$ cat src/rtl/seg7_scan_ctrl.sv
// Purpose : round-robin scan of NUM_DIGITS common-cathode digits over one shared seg7 bus.
// Latency : digit_sel/code_out/frame_tick registered (1 clk); an accepted write is stored at the next edge.
// Backpres: wr_ready drops only while the addressed digit is being driven; every other write is accepted.
//
// Ports:
//   clk, rst_n        clock, asynchronous active-low reset
//   ena               1 = scan runs, 0 = scan frozen and display dark
//   wr_valid/wr_ready write handshake; wr_addr selects the digit, wr_data is the nibble
//   code_out          nibble of the digit currently driven (to the seg7 decoder)
//   digit_sel         one-hot active-high digit enable
//   frame_tick        one-cycle pulse on the last drive cycle of the top digit
//
// Optional feature: define SEG7_SCAN_LZB_EN for leading-zero blanking (digits above
// the most significant non-zero digit stay dark; digit 0 is always driven).

module seg7_scan_ctrl #(
    parameter int NUM_DIGITS = 4,
    parameter int DWELL      = 4,
    parameter int BLANK_CYC  = 1
) (
    input  logic                  clk,
    input  logic                  rst_n,
    input  logic                  ena,
    input  logic                  wr_valid,
    output logic                  wr_ready,
    input  logic [2:0]            wr_addr,
    input  logic [3:0]            wr_data,
    output logic [3:0]            code_out,
    output logic [NUM_DIGITS-1:0] digit_sel,
    output logic                  frame_tick
);

    localparam int CW   = $clog2(NUM_DIGITS);
    localparam int TMAX = (DWELL > BLANK_CYC) ? DWELL : BLANK_CYC;
    localparam int TW   = ($clog2(TMAX) > 0) ? $clog2(TMAX) : 1;

    localparam logic [TW-1:0] DWELL_LAST = TW'(DWELL - 1);
    localparam logic [TW-1:0] BLANK_LAST = TW'(BLANK_CYC - 1);
    localparam logic [CW-1:0] CUR_LAST   = CW'(NUM_DIGITS - 1);

    typedef enum logic {
        ST_BLANK = 1'b0,
        ST_DRIVE = 1'b1
    } state_t;

    state_t          state, state_nxt;
    logic [CW-1:0]   cur, cur_nxt;
    logic [TW-1:0]   timer, timer_nxt;
    logic [3:0]      digits [NUM_DIGITS];

    logic [3:0]      eff [NUM_DIGITS];
    logic [2:0]      cur_ext;
    logic            wr_fire;
    logic            slot_start;
    logic            drive_nxt;
    logic [3:0]      code_nxt;
    logic [NUM_DIGITS-1:0] sel_nxt;
    logic            tick_nxt;

    assign cur_ext = 3'(cur);

    // Only the digit on the bus right now is protected; a frozen scan shows
    // nothing, so every write is safe then.
    assign wr_ready = !(ena && (state == ST_DRIVE) && (wr_addr == cur_ext));
    assign wr_fire  = wr_valid && wr_ready;

    // Digit contents as they will be after this edge's write. Sampling this at
    // slot start lets a write landing in the last blank cycle show for the
    // whole slot instead of one slot late.
    always_comb begin
        for (int i = 0; i < NUM_DIGITS; i++) begin
            eff[i] = (wr_fire && (wr_addr == 3'(i))) ? wr_data : digits[i];
        end
    end

    // Scan sequencer: blank gap, then DWELL drive cycles, then next digit.
    always_comb begin
        state_nxt = state;
        cur_nxt   = cur;
        timer_nxt = timer;
        if (ena) begin
            case (state)
                ST_BLANK: begin
                    if (timer == BLANK_LAST) begin
                        state_nxt = ST_DRIVE;
                        timer_nxt = '0;
                    end else begin
                        timer_nxt = timer + TW'(1);
                    end
                end
                ST_DRIVE: begin
                    if (timer == DWELL_LAST) begin
                        state_nxt = ST_BLANK;
                        timer_nxt = '0;
                        cur_nxt   = (cur == CUR_LAST) ? '0 : cur + CW'(1);
                    end else begin
                        timer_nxt = timer + TW'(1);
                    end
                end
                default: begin
                    state_nxt = ST_BLANK;
                    timer_nxt = '0;
                end
            endcase
        end
    end

    assign slot_start = ena && (state == ST_BLANK) && (state_nxt == ST_DRIVE);
    assign drive_nxt  = ena && (state_nxt == ST_DRIVE);
    assign code_nxt   = slot_start ? eff[cur] : code_out;
    // cur does not change on the blank->drive step, so cur names the slot digit.
    assign tick_nxt   = drive_nxt && (timer_nxt == DWELL_LAST) && (cur == CUR_LAST);

`ifdef SEG7_SCAN_LZB_EN
    logic lead_zero;
    logic dark_q, dark_nxt;

    // Dark if this digit and every higher one is zero; digit 0 never blanks.
    always_comb begin
        lead_zero = (cur != '0);
        for (int i = 0; i < NUM_DIGITS; i++) begin
            if ((i >= int'(cur)) && (eff[i] != 4'd0)) begin
                lead_zero = 1'b0;
            end
        end
    end

    // Decision is latched at slot start so a mid-slot write to a higher digit
    // cannot flicker the current digit.
    assign dark_nxt = slot_start ? lead_zero : dark_q;
    assign sel_nxt  = (drive_nxt && !dark_nxt) ? (NUM_DIGITS'(1) << cur) : '0;

    always_ff @(posedge clk or negedge rst_n) begin
        if (!rst_n) begin
            dark_q <= 1'b0;
        end else begin
            dark_q <= dark_nxt;
        end
    end
`else
    assign sel_nxt = drive_nxt ? (NUM_DIGITS'(1) << cur) : '0;
`endif

    always_ff @(posedge clk or negedge rst_n) begin
        if (!rst_n) begin
            state      <= ST_BLANK;
            cur        <= '0;
            timer      <= '0;
            code_out   <= '0;
            digit_sel  <= '0;
            frame_tick <= 1'b0;
        end else begin
            state      <= state_nxt;
            cur        <= cur_nxt;
            timer      <= timer_nxt;
            code_out   <= code_nxt;
            digit_sel  <= sel_nxt;
            frame_tick <= tick_nxt;
        end
    end

    // Addresses beyond the last digit match no register and are dropped.
    always_ff @(posedge clk or negedge rst_n) begin
        if (!rst_n) begin
            for (int i = 0; i < NUM_DIGITS; i++) begin
                digits[i] <= '0;
            end
        end else begin
            for (int i = 0; i < NUM_DIGITS; i++) begin
                if (wr_fire && (wr_addr == 3'(i))) begin
                    digits[i] <= wr_data;
                end
            end
        end
    end

endmodule
$ cat config.mk
export PLATFORM = sky130hd
export DESIGN_NAME = seg7_scan_ctrl
export DESIGN_NICKNAME = d
export VERILOG_FILES = /design/src/rtl/seg7_scan_ctrl.sv
export SDC_FILE = /design/constraint.sdc
export NUM_CORES = 1
export LEC_CHECK = 0
export ABC_AREA = 1
export CAP_MARGIN = 20
export CORE_ASPECT_RATIO = 1.4
export CORE_UTILIZATION = 55
export DETAILED_ROUTE_END_ITERATION = 12
export PLACE_DENSITY = 0.8
export SLEW_MARGIN = 20
export SYNTH_ARGS = -nofsm -noshare
export SYNTH_HDL_FRONTEND = slang
export SYNTH_SLANG_ARGS = --single-unit
$ cat constraint.sdc
create_clock -name clk -period 4.1 [get_ports clk]
set_clock_uncertainty 0.1 [all_clocks]
set_input_delay 0.82 -clock clk [delete_from_list [all_inputs] [get_ports clk]]
set_output_delay 0.82 -clock clk [all_outputs]
set_load 0.02 [all_outputs]
After elaboration in Yosys (flattened, before gate mapping)
Cells that the tools add are included.
Widths: inputs -> output; s select.
{"block": "word_totals", "input_bits": 11, "word_cells": 56, "regBits": 30}
{"block": "op_classes", "shifts": 1, "n_eq_ne": 7, "magnitude_cmp": 1, "add_sub_neg": 2, "muxes": 17, "n_bitwise": 2, "n_reduce_logical": 16}
{"op": "$mux 4", "count": 7}
{"op": "$logic_and 1x1->1", "count": 12}
{"op": "$bmux 4 s2", "count": 1}
{"op": "$mux 2", "count": 4}
{"op": "$eq 2x2->1 const B", "count": 3}
{"op": "$eq 3x2->1 const B", "count": 2}
{"op": "$add 2x1->2 const B", "count": 2}
{"op": "$pmux 2 s2", "count": 1}
{"op": "$shl 1x2->4 const A", "count": 1}
{"op": "$eq 3x1->1 const B", "count": 1}
{"op": "$eq 3x2->1", "count": 1}
{"op": "$ge 3x3->1 const B", "count": 1}
{"op": "$logic_not 3->1", "count": 1}
{"op": "$mux 1", "count": 3}
{"op": "$not 2->3", "count": 1}
{"op": "$reduce_and 3->1", "count": 1}
{"op": "$logic_not 2->1", "count": 1}
{"op": "$pmux 1 s2", "count": 1}
{"op": "$logic_not 1->1", "count": 1}
{"op": "$not 1->1", "count": 1}

Depth between registers and ports, before layout
Gate-level depths: netlist of the first run.
{"block": "depth", "depth_word": 9, "mapped_depth": 12}

Least setup slack after synthesis of the first run
No wires, ideal clock.
{"block": "synth_timing", "path_type": "input to output", "start": "input port wr_addr[1]", "end": "output port wr_ready", "t_required_ns": 3.180, "arrival_time_ns": 1.284, "cell_stages": 5, "slack_ns": 1.896, "cell_sequence": "inv_2 -> nand2_1 -> nand2_1 -> nand3_2 -> buf_4"}
{"block": "synth_between", "elab_chain_len": 3}
{"item": "start: declaration", "line": "26", "text": "input logic [2:0] wr_addr,"}
{"item": "$eq 3x2->1", "line": "64", "text": "assign wr_ready = !(ena && (state == ST_DRIVE) && (wr_addr == cur_ext));"}
{"item": "$logic_and 1x1->1", "line": "64"}
{"item": "$logic_not 1->1", "line": "64"}
{"item": "end: declaration", "line": "25", "text": "output logic wr_ready,"}
No other way between the ends.

Worst setup path after layout of the first run
{"block": "layout_timing", "start": "input port ena", "end": "output port wr_ready"}
{"block": "layout_between", "elab_chain_len": 3}
{"item": "start: declaration", "line": "23", "text": "input logic ena,"}
{"item": "$logic_and 1x1->1 (2 in series)", "line": "64"}
{"item": "$logic_not 1->1", "line": "64"}
No other way between the ends.

==> out/summary.txt, run 1 <==
Via density per instance: 5.52
Final Hold Fails: 0
Detailed placer's ending HPWL: 2600 um
Clk pin slew, worst setup/hold paths: 0.09 ns
Startpoint types: input port
Final net count: 223
Share of cells above drive strength 1: 0.146
Syn_area_per_cell: 8.67 sq um
Effective utilization at floorplan: 0.591
Status: finished, final reports clean
Slowest CP cell: clkdlybuf4s50_1
Commonest cells after routing, fill and taps aside: nand2_1 (51), dfrtp_1 (30), nand3_1 (26)
Antenna Violating Nets Remaining: 0
CTS root buffer: clkbuf_4
Crit Path Class: input port to output port
Antenna violations before repair: 0
Worst VDD drop: 374 uV
WL final: 3400 um
DRC: 0
Die width: 47.3 um
CP Buf/Inv Count: 2
Syn Std Cell Area: 1580 sq um
Adder and majority gate portion of the synthesized area: 0.0555
Vias: 1337
CTS-repair resized insts: 0
Design Power: 0.00108 W
Mapped Cells: 182
Crit path max-delay family: buffers and inverters
Sequential share of the synthesized area: 0.476
Synth Area in Simple Gates: 0.388
Number of global-route vias before repair: 1358
Sink Count: 30
Final setup viols: 0
Tmin final: 3.21 ns
Slew margin rel.: 0.477
# rows: 22
DIE AREA: 3090 sq um
Post-synth cell types: 24
Largest net degree at the start of global routing: 31
Compound-Gate Fraction of Synth Area: 0.0167
# port buffers: 20
Io pins: 21
Post-Synth XOR/XNOR Area: 0.00555
Critical path's most frequent cell: clkdlybuf4s50_1
TNS Setup: 0 ns
Fill cells: 229
Crit-path max cell delay: 0.58 ns
Post-synth top flop: dfrtp_1
Synth warnings: 0
Post-synth EDFFs: 0
Worst Hold Class: register to register
Routability congestion estimate from global placement: 0.829
Final Cycle Share: 0.782
Critical-path cell list: clkdlybuf4s50_1 -> nand2_1 -> nor2_2 -> nand3_2 -> clkdlybuf4s50_1
First-pass GRT wire length: 5770 um
Unrepaired setup endpoints after global routing: no
Synth Register Bits: 30
Critical Path RT: 3.18 ns
H-tree depth: 2
Max Freq: 312 MHz
PD cells: 580 nW/um^2
Core ar.: 2670 sq um
Fin util: 0.697
Num CTS Buffers: 5
Area grow syn2layout: 18.0%
Post-CTS setup buffers: 0
Most common cell after layout, fill and taps aside: nand2_1
Total track usage: 0.268
Clk buf depth: 2
Tightest Pin Transition: 0.782 ns
DR iter-0 viols: 47
Max_cap viols: 0
Iteration count of the initial detailed-routing pass: 4
Leak: 0.923 nW
Final slew viol count: 0
Hold_buf cts: 0
Syn_nets: 200
Arrival @ worst endpoint: 2.29 ns
Die Height: 65.4 um
CP Max Fanout: 7
Worst-Skew Late Latency: 0.33 ns
Async SR Flop Fraction: 1.00
Antenna cells: 0
Post-synthesis mux area share: 0
CTS tree: built
Routed len/inst: 14.0 um
Largest family of logic cells by synthesized area: simple AND/OR/NAND/NOR gates
Global route total overflow: 0
CP endpoint kind: output port
==> layer usage <==
metal	track usage	up-vias	part of all wire
li1	-	649	-
met5	0	-	0
met1	0.321	621	0.39
met2	0.408	50	0.50
met3	0.0687	17	0.050
met4	0.175	0	0.051
==> through the flow <==
| stage | cells | worst slack, ns | cell area, sq um | hold slack (ns) |
|---|---|---|---|---|
| 2_1_floorplan | 182 | 1.90 | 1580 | 0.337 |
| 3_3_place_gp | 234 | 0.913 | 1800 | 0.349 |
| 3_5_place_dp | 234 | 0.885 | 1800 | 0.356 |
| 4_1_cts | 242 | 0.884 | 1860 | 0.375 |
| 5_1_grt | 242 | 0.789 | 1860 | 0.407 |
| 6_report | 242 | 0.894 | 1860 | 0.374 |
==> logic make-up (layout without fill, tap and decap cells) <==
group / count (synthesis) / count (layout)
simple gates: 118 / 118
flops: 30 / 30
buf+inv: 21 / 45
fa+ha+maj: 7 / 7
compound gates: 5 / 5
xor+xnor: 1 / 1
==> power by group <==
group	total, W	switching [W]	internal (W)
Sequential	0.000451	0.0000687	0.000382
Combinational	0.000446	0.000270	0.000176
Clock	0.000182	0.0000994	0.0000830
==> sequential cells by signal, indices dropped and copies added (netlist names) <==
| name | flops |
|---|---|
| timer | 2 |
| cur | 2 |
| code_out | 4 |
| digits | 16 |
| frame_tick | 1 |
| digit_sel | 4 |
| state | 1 |
==> synth_stat cells, types with 2 or more instances <==
master / instances / area share
inv_2: 4 / 0.0095
nand2_2: 8 / 0.032
nor2_1: 7 / 0.017
inv_1: 11 / 0.026
dfrtp_1: 30 / 0.48
nor3_2: 3 / 0.019
buf_2: 2 / 0.0063
o21ai_0: 3 / 0.0095
nand3_4: 2 / 0.022
nand3_2: 2 / 0.013
ha_1: 7 / 0.056
nand4_1: 16 / 0.063
nand2_1: 51 / 0.12
nand3_1: 26 / 0.082
==> final timing paths <==
kind / startpoint / slack [ns] / end / cells past startpoint
min in group asynchronous: rst_n / 0.76 / digit_sel[1] / 2
worst min-delay path: digits[6] / 0.37 / digits[6] / 2
worst max-delay path: ena / 0.89 / wr_ready / 5
max in group asynchronous: rst_n / 2.86 / digits[1] / 2
worst max register to register: cur[1] / 2.01 / code_out[2] / 12
worst min register to register: digits[6] / 0.37 / digits[6] / 2
==> layout make-up <==
type                            count  area [sq um]  area share
Tap cell                           36          45.0      0.0242
Timing Repair Buffer               22           215       0.116
Inverter                           15          56.3      0.0302
Clock inverter                      1          5.00     0.00269
Clock buffer                        7          55.1      0.0296
Sequential cell                    30           751       0.403
Multi-Input combinational cell    131           734       0.394
==> worst min-delay path, delay by kind of cell, from the launching register on <==
| kind | cells | cell delay (ns) |
|---|---|---|
| flops | 1 | 0.33 |
| simple gates | 2 | 0.12 |
(Power assumes the default switching activity.)
==> run 2, diff against run 1 <==
CORE_UTILIZATION = 54   (was 55)
PLACE_DENSITY = 0.79   (was 0.8)
clock period = 3.3 ns   (was 4.1 ns; I/O delays follow)
==> out/summary.txt, run 2 (same netlist as run 1, synthesis figures left out) <==
Status: finished, final reports clean
Antenna violations before repair: 0 (unchanged)
Antenna Violating Nets Remaining: 0 (unchanged)
CTS-repair resized insts: 0 (unchanged)
Detail Route met2 WL: 1790 um (+4.4%)
Num CTS Buffers: 5 (unchanged)
Post-CTS setup buffers: 0 (unchanged)
Sw frac: 0.406 (+0.000482)
Worst-Skew Late Latency: 0.34 ns (about the same)
Comb power frac: 0.413 (about the same)
Slew margin rel.: 0.602 (+0.125)
Die width: 47.7 um (+0.89%)
Switching power: 0.000546 W (+25%)
Effective utilization at floorplan: 0.585 (-0.00603)
Final Hold Fails: 0 (unchanged)
Tightest Pin Transition: 0.595 ns (-0.187 ns)
Slowest CP cell: clkdlybuf4s50_1
Most flop-heavy register: digits
Startpoint types: input port
Design Power: 0.00134 W (+24%)
Routability congestion estimate from global placement: 0.921 (+11%)
CP endpoint kind: output port
Met1 wire length: 1390 um (+3.8%)
Crit path max-delay family: buffers and inverters
Critical-path cell list: clkdlybuf4s50_1 -> inv_2 -> nand2_1 -> nand2_1 -> nand3_2 -> clkdlybuf4s50_1
Crit Path Class: input port to output port
Detailed placer's ending HPWL: 2620 um (+0.60%)
CTS root buffer: clkbuf_4
Final slew viol count: 0 (unchanged)
Critical Path Stages: 6 (+1)
First-pass GRT wire length: 5550 um (-3.7%)
Worst VDD drop: 470 uV (+26%)
H-tree depth: 2 (unchanged)
WL met3: 162 um (-5.3%)
Max Freq: 344 MHz
Area grow syn2layout: 18.5%
Share of cells above drive strength 1: 0.150 (+0.00413)
Pint: 0.000797 W (+24%)
Global route total overflow: 0 (unchanged)
Flop pwr share: 0.415 (-0.003)
Total track usage: 0.254 (-0.0135)
Tmin final: 2.91 ns
Number of global-route vias before repair: 1355 (-0.22%)
Antenna cells: 0 (unchanged)
Sink Count: 30 (unchanged)
Leak: 0.928 nW (+0.52%)
# port buffers: 20 (unchanged)
Arrival @ worst endpoint: 2.15 ns (-0.14 ns)
Largest net degree at the start of global routing: 31 (unchanged)
Clk buf depth: 2 (unchanged)
Routed len/inst: 14.1 um (+0.85%)
CP Buf/Inv Count: 3 (+1)
Die Height: 66.0 um (+0.89%)
Hold depth: 2 (unchanged)
Biggest regs: digits (16), code_out (4), digit_sel (4)
Commonest cells after routing, fill and taps aside: nand2_1 (51), dfrtp_1 (30), nand3_1 (26)
Unrepaired setup endpoints after global routing: no
Final setup viols: 0 (unchanged)
Critical Path RT: 2.54 ns (-0.64 ns)
Max Used Layer: met4
Vias: 1333 (-0.30%)
Via density per instance: 5.49 (-0.71%)
# rows: 22 (unchanged)
Most common cell after layout, fill and taps aside: nand2_1
Max_cap viols: 0 (unchanged)
Hold_buf cts: 0 (unchanged)
Core ar.: 2700 sq um (+1.0%)
Number of flip-flops in the largest register: 16 (unchanged)
DR iter-0 viols: 60 (+28%)
DIE AREA: 3150 sq um (+1.8%)
Io pins: 21 (unchanged)
Final net count: 224 (+0.45%)
Clock power share: 0.172 (+0.003)
Reg2Reg Depth: 12 (unchanged)
Iteration count of the initial detailed-routing pass: 4 (unchanged)
PD cells: 718 nW/um^2 (+24%)
Worst Hold Class: register to register
CTS tree: built
Final Cycle Share: 0.881
CP Max Fanout: 4 (-3)
Clk pin slew, worst setup/hold paths: 0.10 ns (about the same)
DRC: 0 (unchanged)
Crit-path max cell delay: 0.60 ns (+0.02 ns)
WL final: 3440 um (+1.3%)
TNS Setup: 0 ns (unchanged)
## run 2: changes by cell type in the layout (fill, tap and decap cells not counted), sizes merged
cell and delta:
buf +1
## run 2: path summary, 6_finish.rpt
check | from | slack, ns | endpoint
worst max-delay path | wr_addr[1] | 0.39 | wr_ready
max in group asynchronous | rst_n | 2.20 | digits[2]
min in group asynchronous | rst_n | 0.61 | digits[11]
worst min-delay path | digits[4] | 0.38 | digits[4]
worst min register to register | digits[4] | 0.38 | digits[4]
worst max register to register | cur[1] | 1.26 | code_out[3]
## run 2: power groups by stage
| stage | Sequential, W | Combinational, W | Clock [W] |
|---|---|---|---|
| floorplan | 0.000574 | 0.000351 | 0 |
| global placement | 0.000560 | 0.000531 | 0 |
| detailed placement | 0.000564 | 0.000554 | 0 |
| CTS | 0.000558 | 0.000555 | 0.000237 |
| global route | 0.000572 | 0.000618 | 0.000250 |
| finish | 0.000557 | 0.000554 | 0.000231 |
## run 2: per-stage QoR
stage	worst slack (ns)	cells	hold slack, ns	utilization	cell area (sq um)
6_report	0.391	243	0.376	0.693	1870
5_1_grt	0.345	243	0.400	0.693	1870
4_1_cts	0.395	243	0.378	0.693	1870
3_5_place_dp	0.395	235	0.356	0.671	1810
3_3_place_gp	0.435	235	0.349	0.671	1810
2_1_floorplan	1.42	182	0.264	-	1580
## run 2: routing by layer
metal,global-route usage,vias up
met5,0,-
met4,0.139,0
li1,-,653
met1,0.278,636
met2,0.421,36
met3,0.0710,8
## run 2: worst register-to-register path: cells and delay by family (launching register included)
family | cells | cell delay, ns
and+or+nand+nor | 10 | 0.94
DFF | 1 | 0.52
buffers and inverters | 2 | 0.38
## run 2: layout make-up
cell class,count,area [sq um]
clock buffers,7,55.1
clock inverters,1,5.00
fillers,228,828
inverters,15,56.3
multi-input cells,131,734
flip-flops and latches,30,751
well taps,36,45.0
repair buffers,23,223
==> run 3, diff against run 2 <==
ABC_CLOCK_PERIOD_IN_PS = 3300   (was not set)
REMOVE_ABC_BUFFERS = 1   (was not set)
==> out/summary.txt, run 3 (same netlist as run 1, synthesis figures left out) <==
Clock power share: 0.171 (about the same)
Effective utilization at floorplan: 0.585 (unchanged)
Final net count: 224 (unchanged)
Critical-path cell list: clkdlybuf4s50_1 -> inv_2 -> nand2_1 -> nand2_1 -> nand3_2 -> clkdlybuf4s50_1
Post-CTS setup buffers: 0 (unchanged)
Switching power: 0.000541 W (-0.91%)
CTS root buffer: clkbuf_4
Placed cells: 235 (unchanged)
CP endpoint kind: output port
Die Height: 66.0 um (unchanged)
Antenna Violating Nets Remaining: 0 (unchanged)
Largest net degree at the start of global routing: 31 (unchanged)
Io pins: 21 (unchanged)
Num CTS Buffers: 5 (unchanged)
CTS-repair resized insts: 0 (unchanged)
Status: finished, final reports clean
Core ar.: 2700 sq um (unchanged)
Vias: 1362 (+2.2%)
Comb power frac: 0.411 (-0.002)
CTS tree: built
Number of flip-flops in the largest register: 16 (unchanged)
Critical Path RT: 2.54 ns (about the same)
Antenna violations before repair: 0 (unchanged)
DRC: 0 (unchanged)
Max Used Layer: met4
Crit Reg-Reg Endpoint: code_out[2]
Unrepaired setup endpoints after global routing: no
Tightest Pin Transition: 0.474 ns (-0.121 ns)
Clk pin slew, worst setup/hold paths: 0.09 ns (about the same)
Final setup viols: 0 (unchanged)
DR iter-0 viols: 59 (-1.7%)
Max Freq: 341 MHz (-0.69%)
Detailed placer's ending HPWL: 2560 um (-2.1%)
Met1 wire length: 1360 um (-2.5%)
PD cells: 715 nW/um^2 (-0.42%)
# rows: 22 (unchanged)
Biggest regs: digits (16), code_out (4), digit_sel (4)
Final slew viol count: 0 (unchanged)
Most flop-heavy register: digits
Worst setup path end: wr_ready
Slew margin rel.: 0.682 (+0.0801)
Hold_buf cts: 0 (unchanged)
Leak: 0.928 nW (unchanged)
WL final: 3390 um (-1.5%)
WL met3: 191 um (+18%)
Most common cell after layout, fill and taps aside: nand2_1
Via density per instance: 5.60 (+2.2%)
Arrival @ worst endpoint: 2.17 ns (+0.02 ns)
Pint: 0.000796 W (about the same)
Detail Route met2 WL: 1750 um (-2.0%)
Routed len/inst: 13.9 um (-1.5%)
Area grow syn2layout: 18.5% (unchanged)
Routability congestion estimate from global placement: 0.849 (-7.8%)
Worst r2r src: cur[1]
Share of cells above drive strength 1: 0.150 (unchanged)
Number of global-route vias before repair: 1259 (-7.1%)
Worst Hold Class: register to register
Worst VDD drop: 478 uV (+1.8%)
Flop pwr share: 0.417 (+0.002)
CP startpoint: wr_addr[1]
Crit-path max cell delay: 0.61 ns (about the same)
Startpoint types: input port
Tmin final: 2.93 ns (+0.0202 ns)
Max_cap viols: 0 (unchanged)
Design Power: 0.00134 W (-0.42%)
# port buffers: 20 (unchanged)
Placed cell area: 1810 sq um (unchanged)
Final Cycle Share: 0.888 (+0.00611)
Final Non-Filler Cells: 243 (unchanged)
Crit Path Class: input port to output port
CP Max Fanout: 4 (unchanged)
Total track usage: 0.257 (+0.00257)
Iteration count of the initial detailed-routing pass: 4 (unchanged)
Commonest cells after routing, fill and taps aside: nand2_1 (51), dfrtp_1 (30), nand3_1 (26)
TNS Setup: 0 ns (unchanged)
DIE AREA: 3150 sq um (unchanged)
Design area: 1870 sq um (unchanged)
Sink Count: 30 (unchanged)
Slowest CP cell: clkdlybuf4s50_1
Die width: 47.7 um (unchanged)
Clk buf depth: 2 (unchanged)
R2R Setup Slk: 1.22 ns (-0.04 ns)
Final Hold Fails: 0 (unchanged)
H-tree depth: 2 (unchanged)
Worst-Skew Late Latency: 0.32 ns (-0.02 ns)
Sw frac: 0.404 (-0.00200)
First-pass GRT wire length: 5630 um (+1.4%)
Reg2Reg Depth: 12 (unchanged)
Global route total overflow: 0 (unchanged)
Antenna cells: 0 (unchanged)
## run 3: worst min path at each step
stage,cells past startpoint,slack [ns],to,startpoint
3_3_place_gp,2,0.35,digits[9],digits[9]
3_5_place_dp,2,0.36,digits[11],digits[11]
2_1_floorplan,0,0.26,code_out[0],rst_n
4_1_cts,2,0.38,digits[14],digits[14]
5_1_grt,2,0.41,digits[12],digits[12]
6_report,2,0.38,digits[14],digits[14]
## run 3: metal layers
layer,up-vias,global-route usage
li1,657,-
met1,643,0.311
met2,51,0.409
met3,11,0.0710
met4,0,0.115
met5,-,0
## run 3: critical path: cells and delay by family
| kind | cells | cell delay (ns) |
|---|---|---|
| buffers and inverters | 3 | 1.28 |
| and+or+nand+nor | 3 | 0.23 |
## run 3: power by group through the flow
stage	combinational [W]	clock [W]	sequential [W]
after floorplan	0.000320	0	0.000585
after global placement	0.000533	0	0.000560
after detailed placement	0.000548	0	0.000565
after CTS	0.000553	0.000234	0.000559
after global routing	0.000619	0.000250	0.000573
final	0.000550	0.000229	0.000558
## run 3: layout make-up
cell class | instances | area, sq um
multi-input cells | 131 | 734
clock buffers | 7 | 55.1
clock inverters | 1 | 5.00
well taps | 36 | 45.0
flip-flops and latches | 30 | 751
inverters | 15 | 56.3
fillers | 228 | 828
repair buffers | 23 | 223
## run 3: stage by stage
| step | utilization | hold WS, ns | worst slack, ns |
|---|---|---|---|
| after floorplan | - | 0.264 | 1.27 |
| after global placement | 0.671 | 0.349 | 0.434 |
| after detailed placement | 0.671 | 0.355 | 0.380 |
| after CTS | 0.693 | 0.381 | 0.379 |
| after global routing | 0.693 | 0.407 | 0.321 |
| final | 0.693 | 0.378 | 0.371 |
